--- src/rtl/iter_muldiv_unit.sv ---
// iter_muldiv_unit: multi-cycle unsigned multiply/divide unit for the 16-bit core.
// It latches the operands on start and iterates one bit per cycle: shift-add for
// multiply, restoring division for divide. It then writes the selected half of the
// result back through a single-cycle register file write.
module iter_muldiv_unit #(
  parameter int WIDTH  = 16,
  parameter int REG_AW = 3
) (
  input  logic              clk,
  input  logic              rst,
  input  logic              start,
  input  logic [1:0]        op,
  input  logic [WIDTH-1:0]  operand_a,
  input  logic [WIDTH-1:0]  operand_b,
  input  logic [REG_AW-1:0] dest_reg,
  output logic              busy,
  output logic              done,
  output logic              wb_en,
  output logic [REG_AW-1:0] wb_reg,
  output logic [WIDTH-1:0]  wb_data,
  output logic              div_by_zero
);

  localparam int CW = (WIDTH > 1) ? $clog2(WIDTH) : 1;
  localparam logic [CW-1:0] LAST_CNT = CW'(WIDTH - 1);

  typedef enum logic [1:0] {
    S_IDLE,
    S_RUN,
    S_DONE
  } state_t;

  state_t            state_q, state_d;
  logic [CW-1:0]     cnt_q, cnt_d;
  logic [1:0]        op_q, op_d;
  logic [WIDTH-1:0]  opa_q, opa_d;
  logic [WIDTH-1:0]  opb_q, opb_d;
  logic [REG_AW-1:0] dest_q, dest_d;
  // hi holds the upper product half (multiply) or the partial remainder (divide);
  // lo holds the multiplier being shifted out, or the dividend becoming the quotient.
  logic [WIDTH-1:0]  hi_q, hi_d;
  logic [WIDTH-1:0]  lo_q, lo_d;
  logic              busy_q, busy_d;
  logic              done_q, done_d;
  logic              wb_en_q, wb_en_d;
  logic [REG_AW-1:0] wb_reg_q, wb_reg_d;
  logic [WIDTH-1:0]  wb_data_q, wb_data_d;
  logic              dbz_q, dbz_d;

  logic [WIDTH:0]    mul_sum;
  logic [WIDTH:0]    div_shift;
  logic              div_ge;
  logic [WIDTH-1:0]  div_diff;
  logic [WIDTH-1:0]  step_hi;
  logic [WIDTH-1:0]  step_lo;

  // One iteration of the datapath: shift-add multiply or restoring-divide step.
  always_comb begin
    mul_sum   = {1'b0, hi_q} + {1'b0, (lo_q[0] ? opa_q : {WIDTH{1'b0}})};
    div_shift = {hi_q, lo_q[WIDTH-1]};
    div_ge    = (div_shift >= {1'b0, opb_q});
    div_diff  = div_shift[WIDTH-1:0] - opb_q;
    if (op_q[1]) begin
      step_hi = div_ge ? div_diff : div_shift[WIDTH-1:0];
      step_lo = {lo_q[WIDTH-2:0], div_ge};
    end else begin
      step_hi = mul_sum[WIDTH:1];
      step_lo = {mul_sum[0], lo_q[WIDTH-1:1]};
    end
  end

  // Next-state and next-output logic for the IDLE -> RUN -> DONE sequence.
  always_comb begin
    state_d   = state_q;
    cnt_d     = cnt_q;
    op_d      = op_q;
    opa_d     = opa_q;
    opb_d     = opb_q;
    dest_d    = dest_q;
    hi_d      = hi_q;
    lo_d      = lo_q;
    done_d    = 1'b0;
    wb_en_d   = 1'b0;
    dbz_d     = 1'b0;
    wb_reg_d  = wb_reg_q;
    wb_data_d = wb_data_q;
    case (state_q)
      S_IDLE: begin
        if (start) begin
          state_d = S_RUN;
          cnt_d   = '0;
          op_d    = op;
          opa_d   = operand_a;
          opb_d   = operand_b;
          dest_d  = dest_reg;
          hi_d    = '0;
          lo_d    = op[1] ? operand_a : operand_b;
        end
      end
      S_RUN: begin
        hi_d  = step_hi;
        lo_d  = step_lo;
        cnt_d = cnt_q + CW'(1);
        if (cnt_q == LAST_CNT) begin
          state_d   = S_DONE;
          done_d    = 1'b1;
          wb_en_d   = (dest_q != '0);
          wb_reg_d  = dest_q;
          wb_data_d = op_q[0] ? step_hi : step_lo;
          dbz_d     = op_q[1] && (opb_q == '0);
        end
      end
      S_DONE: begin
        state_d = S_IDLE;
      end
      default: begin
        state_d = S_IDLE;
      end
    endcase
    busy_d = (state_d != S_IDLE);
  end

  // State and output registers; reset aborts any operation in flight.
  always_ff @(posedge clk) begin
    if (rst) begin
      state_q   <= S_IDLE;
      cnt_q     <= '0;
      op_q      <= '0;
      opa_q     <= '0;
      opb_q     <= '0;
      dest_q    <= '0;
      hi_q      <= '0;
      lo_q      <= '0;
      busy_q    <= 1'b0;
      done_q    <= 1'b0;
      wb_en_q   <= 1'b0;
      wb_reg_q  <= '0;
      wb_data_q <= '0;
      dbz_q     <= 1'b0;
    end else begin
      state_q   <= state_d;
      cnt_q     <= cnt_d;
      op_q      <= op_d;
      opa_q     <= opa_d;
      opb_q     <= opb_d;
      dest_q    <= dest_d;
      hi_q      <= hi_d;
      lo_q      <= lo_d;
      busy_q    <= busy_d;
      done_q    <= done_d;
      wb_en_q   <= wb_en_d;
      wb_reg_q  <= wb_reg_d;
      wb_data_q <= wb_data_d;
      dbz_q     <= dbz_d;
    end
  end

  assign busy        = busy_q;
  assign done        = done_q;
  assign wb_en       = wb_en_q;
  assign wb_reg      = wb_reg_q;
  assign wb_data     = wb_data_q;
  assign div_by_zero = dbz_q;

endmodule

--- config.mk ---
export PLATFORM = sky130hd
export DESIGN_NAME = iter_muldiv_unit
export DESIGN_NICKNAME = d
export VERILOG_FILES = /design/src/rtl/iter_muldiv_unit.sv
export SDC_FILE = /design/constraint.sdc
export NUM_CORES = 1
export LEC_CHECK = 0
export CORE_ASPECT_RATIO = 1.1
export CORE_UTILIZATION = 50
export CTS_CLUSTER_SIZE = 8
export DETAILED_ROUTE_END_ITERATION = 8
export HOLD_SLACK_MARGIN = 0.15
export PLACE_DENSITY = 0.7
export SETUP_SLACK_MARGIN = 0.4
export SLEW_MARGIN = 20
export SYNTH_ARGS = -nofsm -noshare
export SYNTH_HDL_FRONTEND = slang
export SYNTH_SLANG_ARGS = --single-unit
--- constraint.sdc ---
create_clock -name clk -period 3.78 [get_ports clk]
set_input_delay 0.756 -clock clk [delete_from_list [all_inputs] [get_ports clk]]
set_output_delay 0.756 -clock clk [all_outputs]
set_load 0.01 [all_outputs]
==> qor.txt <==
Setup CP Type = reg -> reg
net count after synthesis = 829
unrepaired setup endpoints after global routing = no
slowest CP cell = a2111oi_1
Post-CTS Resized = 0
CORE AREA = 11,500 um2
layout cell share with drive strength beyond 1 = 0.0624
power density over the cells = 378 nW/um2
Pleak = 2.78 nW
clock buffer count from CTS = 9
CP Data Arrival Time = 3.45 ns
Hold Path Class = reg -> reg
Synth top cells by count = 112 x nand2_1, 98 x dfxtp_1, 80 x a21oi_1
Via Count = 5,853
Rows = 41
crit path cell chain = inv_1, ha_1, inv_1, fa_1, a21oi_1, o211ai_1, a2111oi_1, nor3_1, xor2_1, mux2_2, o211a_1, a22o_1
predominant post-synthesis flop cell = dfxtp_1
number of global-route vias before repair = 5,519
Layout Nets = 871
Max Clock Freq = 310 MHz
wire per inst = 19.7 um
area leader, netlist = dfxtp_1
ys async rst share = 0
DIE HEIGHT = 117 um
FF+latch count, synth = 98
GP Congestion = 0.985
CTS Sinks = 98
number of synthesis warnings = 0
Synth area leaders = dfxtp_1 33%, nand2_1 7.0%, ha_1 6.9%, a21oi_1 6.7%, mux2i_1 5.4%
Worst-Margin Slew = 0.768 ns
Max clock buf depth = 2
via/cell ratio = 6.15
Congestion Overflow GR = 0
I/O Buffers = 62
Max Slew Vio Count = 0
Die X = 106 um
final setup vio count = 0
Slew headroom = 0.488
hpwl dp = 14,000 um
cts-stage hold buffer count = 0
clk root buf = clkbuf_16
first-pass GRT wire length = 29,200 um
die area = 12,400 um2
Post-Route Setup TNS = 0 ns
All-Layer GR Usage = 0.310
post-route insts no fill = 951
Clk pin slew, worst setup/hold paths = 0.07 ns
CTS tree = yes
most common cell in the netlist = nand2_1
Synth cell types = 64
status = finished clean
XOR/XNOR share of the synthesized area = 0.0308
Critical Path RT = 4.01 ns
placed cells = 935
Layout Skew = 0.00665 ns
largest family of logic cells by synthesized area = compound AO/OA/AOI/OAI gates
synthesized area = 5970 um2
antenna violations before repair = 0
Max FO, Critical Path = 5
fin crit share = 0.852
IO Pins = 63
drt drc = 0
maximum VDD drop = 0.000268 V
final hold viol count = 0
post-synthesis cell count = 754
largest net degree at the start of global routing = 45
EDFF count, synth = 0
final critical path time including I/O delays and setup = 3.22 ns
drt first pass iters = 5
max-capacitance violation count = 0
Largest stage delay, worst path = 0.57 ns
Routed WL = 18,700 um
Area Growth Syn to Fin = 17.7%
Mean Syn Cell Area = 7.92 um2
Ant. Diodes = 0
worst skew pair latency = 0.35 ns
drt initial violations = 389
Compound-Gate Fraction of Synth Area = 0.225
Post-Synth Simple-Gate Area = 0.215
Antenna Nets Post-Route = 0
Synth top area share = 0.329
share of synthesized cell area in full adder, half adder and majority cells = 0.0758
post-synthesis mux area share = 0.0769
Post-CTS Setup Inserts = 0
crit path capture type = flip-flop
Startpoint Class = flip-flop
H-tree Lvls = 3
Starting Density = 0.517
Crit path top cell by count = inv_1
post-synthesis sequential area ratio = 0.329
## path summary, 6_finish.rpt
check                             end  slack (ns)  cells past startpoint                    from
max          wb_data[12]$_SDFFE_PP0P_        0.56                     12   lo_q[15]$_SDFFE_PP0P_
min            opa_q[15]$_SDFFE_PP0P_        0.45                      2  opa_q[15]$_SDFFE_PP0P_
min reg2reg    opa_q[15]$_SDFFE_PP0P_        0.45                      2  opa_q[15]$_SDFFE_PP0P_
max reg2reg  wb_data[12]$_SDFFE_PP0P_        0.56                     12   lo_q[15]$_SDFFE_PP0P_
## per-stage QoR
stage / total power (W) / hold WS, ns / utilization / area (um2) / setup WS (ns)
6_report: 0.00266 / 0.453 / 0.609 / 7030 / 0.559
5_1_grt: 0.00275 / 0.470 / 0.609 / 7030 / 0.401
4_1_cts: 0.00265 / 0.453 / 0.609 / 7030 / 0.607
3_5_place_dp: 0.00165 / 0.444 / 0.581 / 6700 / 0.628
3_3_place_gp: 0.00165 / 0.441 / 0.581 / 6700 / 0.727
2_1_floorplan: 0.00149 / 0.432 / - / 5970 / 0.988
## final cells by class
cell class                 count  area, um2
fill                        1058       4510
timing repair buffer          75        726
sequential                    98       1960
clock buffer                   9        225
inverter                      27        101
multi-input combinational    585       3720
tap                          150        188
clock inverter                 7        101
## metal layers
metal / routed length (um) / GRT usage / up-vias
met4: 571 / 0.127 / 0
met3: 1340 / 0.0469 / 40
met2: 8490 / 0.497 / 267
met1: 8300 / 0.418 / 2756
met5: 0 / 0 / -
li1: - / - / 2790
## logic make-up after synthesis
family	after synthesis
fa+ha+maj	35
simple gates	280
compound gates	205
buf+inv	71
mux	44
xor+xnor	21
flops	98
## power by group
group | internal [W] | switching [W]
Combinational | 0.000221 | 0.000307
Clock | 0.000587 | 0.000423
Sequential | 0.00107 | 0.0000455
## critical path: cells and delay by family (launching register included)
kind,cells,cell delay (ns)
AO/OA/AOI/OAI,5,1.43
AND/OR/NAND/NOR,1,0.14
adder cells (fa/ha/maj),2,0.58
flip-flops,1,0.33
XOR/XNOR,1,0.16
multiplexers,1,0.30
buffers and inverters,2,0.17
## cell usage in the layout (no fill, tap or decap), drive strengths merged, types with 5 or more instances in the layout
cell type      instances
a2111oi                5
a211o                  6
a211oi                 8
a21o                   7
a21oi                 81
a22o                   5
a31oi                  7
and2                  22
and3                   8
buf                   14
clkbuf                 9
clkdlybuf4s50         61
dfxtp                 98
ha                    33
inv                   29
mux2                  12
mux2i                 32
nand2                113
nand2b                 5
nand3                  8
nand4                  6
nor2                  67
nor2b                  7
nor3                  23
nor4                  10
o21a                   7
o21ai                 30
o22ai                  8
xnor2                 11
xor2                  10
Note: power is estimated with default switching activity, not from simulation.
